## config.mk

```make
export PLATFORM = sky130hd
export DESIGN_NAME = irrigacao_multizona
export DESIGN_NICKNAME = d
export VERILOG_FILES = /design/src/rtl/irrigacao_multizona.sv
export SDC_FILE = /design/constraint.sdc
export NUM_CORES = 1
export LEC_CHECK = 0
export CORE_MARGIN = 4
export CORE_UTILIZATION = 49
export CTS_CLUSTER_DIAMETER = 60
export DETAILED_ROUTE_END_ITERATION = 10
export PLACE_DENSITY = 0.75
export SYNTH_ARGS = -nofsm -noshare
export SYNTH_HDL_FRONTEND = slang
export SYNTH_SLANG_ARGS = --single-unit
```

## constraint.sdc

```tcl
create_clock -name Clock -period 3.7 [get_ports Clock]
set_input_delay 0.925 -clock Clock [delete_from_list [all_inputs] [get_ports Clock]]
set_output_delay 0.925 -clock Clock [all_outputs]
set_load 0.02 [all_outputs]
```

## src/rtl/irrigacao_multizona.sv

```systemverilog
// -----------------------------------------------------------------------------
// irrigacao_multizona
//
// Multi-zone irrigation sequencer sharing one reservoir. A program fills the
// tank, then waters every enabled zone in ascending order (sprinkler or drip)
// for a programmed number of cycles, refilling whenever the tank runs low
// mid-zone, and finishes with a timed cleaning cycle. A fill timeout or an
// external fault lands in a latched error state that Start acknowledges.
//
// Ports:
//   Clock, Reset        rising-edge clock, asynchronous active-high reset
//   Start               start request in OCIOSO, acknowledge in ERRO
//   Nivel_Cheio/Baixo   tank full / tank low sensors
//   Erro_In             external fault
//   Agro_En             agrochemical injection on sprinkler zones
//   Zona_Habilita/Modo  per-zone enable and mode (1 = aspersao, 0 = gotejamento)
//   Tempo_Rega          watering cycles per zone
//   S_*                 valves, pump and status; Moore decode of state/pointer
//   S_Zona              current zone pointer
//   S_Fim               registered one-cycle pulse at program completion
// -----------------------------------------------------------------------------
module irrigacao_multizona #(
  parameter int NUM_ZONES    = 4,
  parameter int TIME_W       = 8,
  parameter int CLEAN_CYCLES = 16,
  parameter int FILL_TIMEOUT = 200
) (
  input  logic                         Clock,
  input  logic                         Reset,
  input  logic                         Start,
  input  logic                         Nivel_Cheio,
  input  logic                         Nivel_Baixo,
  input  logic                         Erro_In,
  input  logic                         Agro_En,
  input  logic [NUM_ZONES-1:0]         Zona_Habilita,
  input  logic [NUM_ZONES-1:0]         Zona_Modo,
  input  logic [TIME_W-1:0]            Tempo_Rega,
  output logic                         S_Enchendo,
  output logic [NUM_ZONES-1:0]         S_Aspersao,
  output logic [NUM_ZONES-1:0]         S_Gotejamento,
  output logic                         S_Agro,
  output logic                         S_Limpeza,
  output logic                         S_SaidaLimpeza,
  output logic                         S_Erro,
  output logic                         S_Ocupado,
  output logic [$clog2(NUM_ZONES)-1:0] S_Zona,
  output logic                         S_Fim
);

  localparam int ZW = $clog2(NUM_ZONES);
  localparam int FW = $clog2(FILL_TIMEOUT + 1);
  localparam int CW = $clog2(CLEAN_CYCLES + 1);

  typedef enum logic [2:0] {
    OCIOSO, ENCHENDO, CHEIO, REGANDO, LIMPEZA, ERRO
  } state_t;

  state_t                state;
  logic [ZW-1:0]         ptr;
  logic [TIME_W-1:0]     timer;
  logic [FW-1:0]         fill_cnt;
  logic [CW-1:0]         clean_cnt;
  logic                  paused;
  logic                  fim_q;

  // Program configuration captured at Start; the live inputs are ignored
  // until the next program.
  logic [NUM_ZONES-1:0]  en_q;
  logic [NUM_ZONES-1:0]  modo_q;
  logic [TIME_W-1:0]     tempo_q;
  logic                  agro_q;

  // Lowest enabled zone at or above the pointer (used in CHEIO).
  logic                  found;
  logic [ZW-1:0]         next_zone;

  // NOTE: every variable assigned in always_comb gets a default first, so
  // no path leaves it unassigned and no latch is inferred.
  always_comb begin
    found     = 1'b0;
    next_zone = ptr;
    for (int i = NUM_ZONES - 1; i >= 0; i--) begin
      if (i >= int'(ptr) && en_q[i] && tempo_q != '0) begin
        found     = 1'b1;
        next_zone = ZW'(i);
      end
    end
  end

  // NOTE: sequential state uses non-blocking assignments only, so every
  // register samples the pre-edge value of every other register.
  always_ff @(posedge Clock or posedge Reset) begin
    if (Reset) begin
      state     <= OCIOSO;
      ptr       <= '0;
      timer     <= '0;
      fill_cnt  <= '0;
      clean_cnt <= '0;
      paused    <= 1'b0;
      fim_q     <= 1'b0;
      en_q      <= '0;
      modo_q    <= '0;
      tempo_q   <= '0;
      agro_q    <= 1'b0;
    end else begin
      fim_q <= 1'b0;
      case (state)
        OCIOSO: begin
          if (Start) begin
            en_q     <= Zona_Habilita;
            modo_q   <= Zona_Modo;
            tempo_q  <= Tempo_Rega;
            agro_q   <= Agro_En;
            ptr      <= '0;
            fill_cnt <= '0;
            paused   <= 1'b0;
            state    <= ENCHENDO;
          end
        end

        ERRO: begin
          if (!Erro_In && Start) state <= OCIOSO;
        end

        default: begin
          // External fault overrides every other transition.
          if (Erro_In) begin
            state <= ERRO;
          end else begin
            case (state)
              ENCHENDO: begin
                fill_cnt <= fill_cnt + FW'(1);
                if (Nivel_Cheio)                          state <= CHEIO;
                else if (fill_cnt == FW'(FILL_TIMEOUT - 1)) state <= ERRO;
              end

              CHEIO: begin
                if (paused) begin
                  // Resume the interrupted zone with its remaining time.
                  paused <= 1'b0;
                  state  <= REGANDO;
                end else if (found) begin
                  ptr   <= next_zone;
                  timer <= tempo_q;
                  state <= REGANDO;
                end else begin
                  clean_cnt <= '0;
                  state     <= LIMPEZA;
                end
              end

              REGANDO: begin
                if (timer == TIME_W'(1)) begin
                  if (ptr == ZW'(NUM_ZONES - 1)) begin
                    clean_cnt <= '0;
                    state     <= LIMPEZA;
                  end else begin
                    ptr   <= ptr + ZW'(1);
                    state <= CHEIO;
                  end
                end else begin
                  // This cycle counts as watered even when pausing.
                  timer <= timer - TIME_W'(1);
                  if (Nivel_Baixo) begin
                    paused   <= 1'b1;
                    fill_cnt <= '0;
                    state    <= ENCHENDO;
                  end
                end
              end

              LIMPEZA: begin
                if (clean_cnt == CW'(CLEAN_CYCLES - 1)) begin
                  fim_q <= 1'b1;
                  state <= OCIOSO;
                end else begin
                  clean_cnt <= clean_cnt + CW'(1);
                end
              end

              default: state <= OCIOSO;
            endcase
          end
        end
      endcase
    end
  end

  // Moore output decode from registered state, pointer and configuration.
  logic [NUM_ZONES-1:0] zone_onehot;
  logic                 regando;

  assign zone_onehot    = NUM_ZONES'(1) << ptr;
  assign regando        = (state == REGANDO);

  assign S_Enchendo     = (state == ENCHENDO);
  assign S_Aspersao     = (regando &&  modo_q[ptr]) ? zone_onehot : '0;
  assign S_Gotejamento  = (regando && !modo_q[ptr]) ? zone_onehot : '0;
  assign S_Agro         = regando && modo_q[ptr] && agro_q;
  assign S_Limpeza      = (state == LIMPEZA);
  assign S_SaidaLimpeza = (state == LIMPEZA);
  assign S_Erro         = (state == ERRO);
  assign S_Ocupado      = (state != OCIOSO);
  assign S_Zona         = ptr;
  assign S_Fim          = fim_q;

endmodule

```

After elaboration in Yosys (flattened, before gate mapping)
Cells that the tools add are included.
Word-level totals
  bits in registers: 45
  bits in latches: 0
  bits in writable memories: 0
  bits in read-only memories: 0
  input bits: 23
  memories: 0
Operators by class
  add/subtract/negate cells: 4
  multipliers: 0
  divide/modulo/power cells: 0
  magnitude comparators: 4
  equality and inequality tests: 29
  shifts and indexed selects: 1
  multiplexer cells: 59
  bitwise gates (word level): 3
  reduce and logical (&&, ||, !) cells: 28
Operator list (number)
  $mux W8: 7
  $pmux W8 S2: 3
  $mux W3: 11
  $mux W5: 5
  $mux W2: 10
  $reduce_and A6 Y1: 3
  $pmux W5 S3: 1
  $mux W1: 13
  $ne A2 B2 Y1 const B: 6
  $pmux W3 S4: 1
  $reduce_bool A3 Y1: 4
  $logic_and A1 B1 Y1: 11
  $ne A3 B2 Y1 const B: 3
  $reduce_and A9 Y1: 1
  $add A8 B1 Y8 const B: 1
  $eq A8 B1 Y1 const B: 1
  $eq A8 B8 Y1 const B: 1
  $mux W4: 2
  $ne A2 B1 Y1 const B: 4
  $pmux W2 S2: 2
  $reduce_and A8 Y1: 1
  $reduce_bool A8 Y1: 1
  $sub A8 B1 Y8 const B: 1
  $eq A3 B2 Y1 const B: 2
  other kinds (26): 33

Logic depth before layout (Yosys ltp)
Gate-level depths: netlist of run 1.
  word-level depth: 11
  depth in mapped cells: 8

Worst setup path before layout of run 1
OpenSTA, ideal clock, no wires.
  path kind: reg-to-output
  start point: register ptr[0] (netlist: S_Zona[0])
  end point: output port S_Agro
  arrival time: 1486 ps
  data required time: 2775 ps
  slack: 1289 ps
  cell stages (with the launch flop): 4
  cells stage by stage: dfrtp_1 mux4_2 nor2b_1 and2_1
On the way
  cells in the longest elaborated chain, start to end: 4
RTL lines
  from (decl): RTL line 59  | logic [ZW-1:0] ptr;
  from (signal assigned): RTL line 143  | ptr <= next_zone;
  from (signal assigned): RTL line 158  | ptr <= ptr + ZW'(1);
  $bmux W1 S2: RTL line 199  | assign S_Agro = regando && modo_q[ptr] && agro_q;
  $mux W1 (not written as such): RTL line 199
  $logic_and A1 B1 Y1 (2 in a row): RTL line 199
  to (decl): RTL line 41  | output logic S_Agro,
Every way passes these cells. The select of a mux whose other input is x is not followed.

Final worst setup path of run 1
  start point: register ptr[0] (netlist: S_Zona[0])
  end point: output port S_Gotejamento[2]
On the way
  cells in the longest elaborated chain, start to end: 5
RTL lines
  $bmux W1 S2: RTL line 198  | assign S_Gotejamento = (regando && !modo_q[ptr]) ? zone_onehot : '0;
  $mux W1 (not written as such): RTL line 198
  $logic_not A1 Y1: RTL line 198
  $logic_and A1 B1 Y1: RTL line 198
  $mux W4 (*): RTL line 198
  to (decl): RTL line 40  | output logic [NUM_ZONES-1:0] S_Gotejamento,
Every way passes the cells marked *; elsewhere a longest branch is shown, timed or not. The select of a mux whose other input is x is not followed.

==> results of run 1 <==
final cells by class:
| type | instances | area share, % |
|---|---|---|
| sequential | 45 | 33.9 |
| tap | 72 | 2.71 |
| clock buffer | 6 | 2.19 |
| clock inverter | 2 | 1.17 |
| timing repair buffer | 44 | 12.9 |
| inverter | 16 | 1.81 |
| multi-input combinational | 221 | 45.3 |
sequential cells by signal, summed over array words and instances (netlist names):
| register | count |
|---|---|
| en_q | 4 |
| modo_q | 4 |
| S_Fim | 1 |
| tempo_q | 8 |
| state | 3 |
| agro_q | 1 |
| clean_cnt | 5 |
| paused | 1 |
| timer | 8 |
| fill_cnt | 8 |
| S_Zona | 2 |
cell usage after synthesis, drive strengths merged (2+ instances only):
master / n / area share, %
a211oi: 2 / 0.54
a21boi: 3 / 0.95
a21oi: 18 / 3.3
a2bb2oi: 2 / 0.63
and2: 13 / 3.0
and3: 4 / 0.91
buf: 8 / 1.9
clkbuf: 5 / 0.68
dfrtp: 45 / 41
ha: 10 / 4.5
inv: 16 / 2.2
mux2: 20 / 8.2
mux2i: 3 / 1.1
nand2: 12 / 1.6
nand2b: 7 / 1.6
nand3: 9 / 1.6
nand3b: 3 / 0.82
nor2: 27 / 3.8
nor2b: 7 / 1.6
nor3: 9 / 1.8
nor3b: 2 / 0.54
nor4: 7 / 1.6
o211a: 3 / 1.1
o211ai: 3 / 0.82
o21ai: 28 / 5.1
o22ai: 3 / 0.68
o31a: 2 / 0.63
o31ai: 3 / 0.82
or3: 2 / 0.50
or4: 2 / 0.54
worst max-delay path: stages (launching register included):
cell             delay, ns
dfrtp_1               0.50
mux4_2                0.55
nor2_1                0.20
and2_1                0.16
clkdlybuf4s50_1       0.61
cells by family after synthesis:
group	Yosys count
AO/OA/AOI/OAI	78
XOR/XNOR	1
adder cells (fa/ha/maj)	10
buffers and inverters	29
flip-flops	45
multiplexers	24
AND/OR/NAND/NOR	108
per-layer routing:
| metal | vias to the layer above | part of all wire (%) | track usage [%] | routed length (µm) |
|---|---|---|---|---|
| met3 | 8 | 5.2 | 3.67 | 305 |
| li1 | 1138 | - | - | - |
| met2 | 79 | 47 | 28.6 | 2790 |
| met4 | 0 | 1.4 | 6.54 | 81 |
| met5 | - | 0 | 0 | 0 |
| met1 | 1086 | 46 | 24.4 | 2750 |
power breakdown:
group	leakage [nW]	internal [mW]	switching, mW	total [mW]
combinational	0.769	0.508	0.532	1.04
clock	0.0554	0.203	0.173	0.376
sequential	0.548	0.707	0.228	0.935
stage by stage:
stage               hold WS, ns  utilization (%)  power, mW  cell area [µm²]
CTS                       0.492             60.7       2.37             3320
global route              0.507             60.7       2.56             3320
detailed placement        0.473             58.6       1.99             3210
finish                    0.492             60.7       2.35             3320
floorplan                 0.445                -       1.70             2760
global placement          0.472             58.6       1.95             3210
final timing paths:
path / startpoint / endpoint / slack, ns / cells past startpoint
max: S_Zona[0] / S_Gotejamento[2] / 0.45 / 4
min: fill_cnt[7] / fill_cnt[7] / 0.49 / 1
max reg2reg: S_Zona[1] / clean_cnt[4] / 1.04 / 7
min reg2reg: fill_cnt[7] / fill_cnt[7] / 0.49 / 1
max in group asynchronous: Reset / en_q[1] / 2.24 / 3
min in group asynchronous: Reset / fill_cnt[2] / 1.05 / 3
==> out/results.tsv, run 1 <==
stage	metric	value	unit
routing	drt wl/cell	14.6	µm
synth	Synth Area per Inst	9.36	µm²
power_and_ir_drop	Lkg Pwr	1.37	nW
setup_path	crit end category	output port	
synth	Synth Area in Simple Gates	21.2	%
synth	Post-synth EDFFs	0	
global_routing	GR Overflow Total	0	
die	Die Wd	83.1	µm
setup_path	worst path required time	2.77	ns
synth	Net Count, Synth	328	
place	Setup WS pre-CTS	0.779	ns
outcome	outcome	completed	
sta	clk_skew	0.00780	ns
sta	RSZ-0062 raised after global routing	no	
sta	Slew headroom	57.0	%
layout	footprint of the multi-input gates	0.00151	mm²
layout	leading cell types in the layout, fill and taps excluded	dfrtp_1, clkdlybuf4s50_1, nor2_1	
clocking	Resized Gates After CTS	0	
routing	Vias	2311	
clocking	Post-CTS Setup Inserts	0	
layout	register area	0.00113	mm²
global_routing	first-pass GRT wire length	10400	µm
min_path	Hold Crit Class	register to register	
die	I/O pin count	40	
layout	filler cell count	487	
routing	drt pass-1 iters	4	
clocking	CTS Root Cell	clkbuf_8	
layout	synthesis-to-layout area growth	20.3	%
die	Die Ht	83.1	µm
sta	Setup Total Neg Slack	0	ns
clocking	Post-CTS Hold Buffers	0	
die	Rows	27	
global_routing	gr usage total	18.1	%
sta	Slew @ Worst Pin	0.642	ns
place	dpl hpwl	4330	µm
routing	post-route ant nets	0	
layout	Nets	366	
layout	ratio of cells with drive above 1 in the final layout	11.7	%
die	Initial Util	50.5	%
sta	period utilization	87.8	%
power_and_ir_drop	Max VDD drop	0.000383	V
clocking	Skew-Pair Late Insertion Delay	0.30	ns
synth	largest family of logic cells by synthesized area	simple AND/OR/NAND/NOR gates	
synth	Cells after Synth	295	
sta	PnR worst setup slack	0.452	ns
routing	drt total wl	5920	µm
die	core footprint	0.00547	mm²
clocking	CTS tree	done	
sta	Tmin final	3.25	ns
synth	post-synthesis register bit count	45	
synth	post-synth cell types	56	
place	quantity of I/O buffers inserted on ports	39	
synth	Synth Warn #	0	
layout	most common cell after layout, fill and taps aside	dfrtp_1	
synth	mux cell area share after synthesis	10.1	%
setup_path	Setup Crit Path Kind	register to output port	
clocking	cts bufs inserted	5	
synth	Post-Synth XOR/XNOR Area	0.317	%
sta	Final Max Slew Viols	0	
sta	Setup Viol. Count Final	0	
global_routing	initial antenna violation count	0	
place	Cells after DPL	398	
synth	Seq/Total Area, Yosys	40.8	%
synth	complex-gate fraction of the synthesized area	18.4	%
clocking	clk buf depth	2	
layout	ant diodes	0	
clocking	Clock Sinks	45	
setup_path	CP Max Fanout	8	
synth	Main synth FF type	dfrtp_1	
layout	Layout Cells excl Fill	406	
place	Routability Congestion	0.878	
synth	asr flop ratio synth	100	%
setup_path	Worst Path Arrival	2.32	ns
sta	Final Hold Viols	0	
routing	vias per cell	5.69	
setup_path	CP startpoint kind	register	
global_routing	vias in the first global route	2254	
clocking	H-tree levels	2	
die	die area	0.00690	mm²
clocking	clock slew at reported path FFs	0.09	ns
sta	FMAX	0.308	GHz
synth	Synth Cell Area	0.00276	mm²
global_routing	largest net degree at the start of global routing	46	
synth	Adder-Cell Fraction of Synth Area	4.53	%
power_and_ir_drop	PwrDens	708	mW/mm²
routing	DRC	0	
run	Max Cap Viol	0	
routing	DRT iter0 DRCs	181	
Power figures use the tool's default switching activity.
==> inputs of run 2 (changes only) <==
DONT_BUFFER_PORTS = 1   (was unset)
PLACE_DENSITY = 0.66   (was 0.75)
==> out/results.tsv, run 2 (synthesized netlist as in run 1, its figures left out) <==
stage	metric	value	unit	change
outcome	outcome	completed		
clocking	Resized Gates After CTS	0		unchanged
layout	synthesis-to-layout area growth	5.21	%	
setup_path	Worst Path Arrival	1.97	ns	-0.35 ns
layout	ratio of cells with drive above 1 in the final layout	12.7	%	+1.0 points
power_and_ir_drop	part of the power in registers	43.5	%	+3.7 points
sta	Final Max Slew Viols	0		unchanged
setup_path	CP startpoint kind	register		
global_routing	largest net degree at the start of global routing	46		unchanged
global_routing	vias in the first global route	2131		-5.5%
routing	DRT iter0 DRCs	137		-24%
global_routing	GR Overflow Total	0		unchanged
die	I/O pin count	40		unchanged
setup_path	Setup Crit Path Kind	register to output port		
layout	Regs by FF count	fill_cnt (8), tempo_q (8), timer (8)		
routing	drt wl/cell	16.2	µm	+11%
sta	Final Hold Viols	0		unchanged
global_routing	gr usage total	18.0	%	-0.090 points
sta	Setup Total Neg Slack	0	ns	unchanged
clocking	CTS Root Cell	clkbuf_8		
die	die area	0.00690	mm²	unchanged
die	Die Ht	83.1	µm	unchanged
setup_path	R2R depth	7		unchanged
die	core footprint	0.00547	mm²	unchanged
power_and_ir_drop	cell-internal power	1.32	mW	-6.7%
routing	drt pass-1 iters	4		unchanged
power_and_ir_drop	Clk pwr share	17.0	%	+1.0 points
setup_path	Critical R2R Capture	clean_cnt[4]		
setup_path	Crit Reg-Reg Startpoint	S_Zona[0]		
layout	Nets	323		-12%
power_and_ir_drop	switch share	41.2	%	+1.5 points
power_and_ir_drop	Psw	0.929	mW	-0.50%
setup_path	crit end category	output port		
place	dpl hpwl	4290	µm	-1.0%
setup_path	worst path required time	2.77	ns	about the same
sta	period utilization	78.3	%	-9.5 points
power_and_ir_drop	PwrDens	776	mW/mm²	+9.5%
layout	most common cell after layout, fill and taps aside	dfrtp_1		
sta	Setup Viol. Count Final	0		unchanged
die	Die Wd	83.1	µm	unchanged
layout	post-layout util	53.1	%	-7.6 points
clocking	Post-CTS Setup Inserts	0		unchanged
clocking	Post-CTS Hold Buffers	0		unchanged
layout	ant diodes	0		unchanged
global_routing	initial antenna violation count	0		unchanged
min_path	Endpoint, Worst Hold	fill_cnt[7]		
min_path	WHS Path Cells	1		unchanged
routing	DRC	0		unchanged
power_and_ir_drop	Logic pwr share	39.5	%	-4.7 points
sta	Slew @ Worst Pin	1.02	ns	+0.382 ns
sta	Tmin final	2.90	ns	-0.351 ns
sta	FMAX	0.345	GHz	+12%
sta	Slew headroom	31.6	%	-25 points
routing	post-route ant nets	0		unchanged
clocking	cts bufs inserted	5		unchanged
layout	leading cell types in the layout, fill and taps excluded	dfrtp_1, nor2_1, o21ai_0		
die	Initial Util	50.5	%	unchanged
routing	Vias	2120		-8.3%
clocking	H-tree levels	2		unchanged
min_path	hold_sp	fill_cnt[7]		
routing	drt total wl	5870	µm	-0.84%
die	Rows	27		unchanged
routing	vias per cell	5.84		+2.6%
clocking	CTS tree	done		
power_and_ir_drop	Max VDD drop	0.000388	V	+1.3%
sta	clk_skew	0.00816	ns	+0.000350 ns
place	quantity of I/O buffers inserted on ports	0		-100%
place	Routability Congestion	0.885		+0.77%
setup_path	CP Max Fanout	8		unchanged
global_routing	first-pass GRT wire length	10300	µm	-1.0%
min_path	Hold Crit Class	register to register		
setup_path	flop-to-flop setup slack	0.98	ns	-0.06 ns
clocking	clk buf depth	2		unchanged
run	Max Cap Viol	0		unchanged
clocking	Skew-Pair Late Insertion Delay	0.30	ns	about the same
power_and_ir_drop	Lkg Pwr	1.21	nW	-12%
clocking	Clock Sinks	45		unchanged
sta	RSZ-0062 raised after global routing	no		
clocking	clock slew at reported path FFs	0.09	ns	about the same
## run 2: cell count changes in the layout (fill, tap and decap cells not counted), sizes merged
cell / before / now
buf: 5 / 1
clkbuf: 6 / 5
clkdlybuf4s50: 39 / 0
clkinv: 2 / 0
inv: 15 / 18
## run 2: metal layers
layer / track usage (%) / share of wire, % / up-vias / routed length [µm]
li1: - / - / 1055 / -
met1: 24.2 / 47 / 1008 / 2770
met2: 29.2 / 47 / 53 / 2770
met3: 4.17 / 4.7 / 4 / 277
met4: 4.75 / 0.95 / 0 / 56
met5: 0 / 0 / - / 0
## run 2: worst max-delay path by stage
stage	start	end	slack, ns
2_1_floorplan	S_Zona[0]	S_Agro	1.29
3_3_place_gp	S_Zona[0]	clean_cnt[4]	1.06
3_5_place_dp	S_Zona[0]	clean_cnt[4]	1.0
4_1_cts	S_Zona[0]	S_Gotejamento[3]	0.77
5_1_grt	S_Zona[0]	S_Gotejamento[0]	0.65
6_report	S_Zona[0]	S_Gotejamento[0]	0.80
## run 2: layout make-up
| class | count | area [µm²] |
|---|---|---|
| repair buffers | 1 | 7.51 |
| fillers | 525 | 2570 |
| multi-input cells | 221 | 1510 |
| well taps | 72 | 90.1 |
| inverters | 16 | 60.1 |
| clock buffers | 5 | 68.8 |
| clock inverters | 3 | 47.5 |
| flip-flops and latches | 45 | 1130 |
## run 2: power groups by stage
stage               combinational (mW)  sequential [mW]  clock (mW)
floorplan                        0.822            0.874           0
global placement                 0.873            0.979           0
detailed placement               0.893            0.988           0
CTS                              0.896            0.978       0.394
global route                      1.02             1.02       0.419
finish                           0.889            0.980       0.384
## run 2: metrics by stage
stage	worst slack [ns]	power (mW)	instance area (µm²)	hold slack (ns)	instances
CTS	0.768	2.27	2910	0.500	363
detailed placement	0.998	1.88	2790	0.480	355
finish	0.804	2.25	2910	0.497	363
global route	0.652	2.46	2910	0.520	363
global placement	1.06	1.85	2790	0.469	355
floorplan	1.29	1.70	2760	0.445	295
## run 2: worst max-delay path, cell delays in order (launching register included)
cell and delay (ns):
dfrtp_1 0.62, mux4_2 0.57, nor2_1 0.20, and2_1 0.29
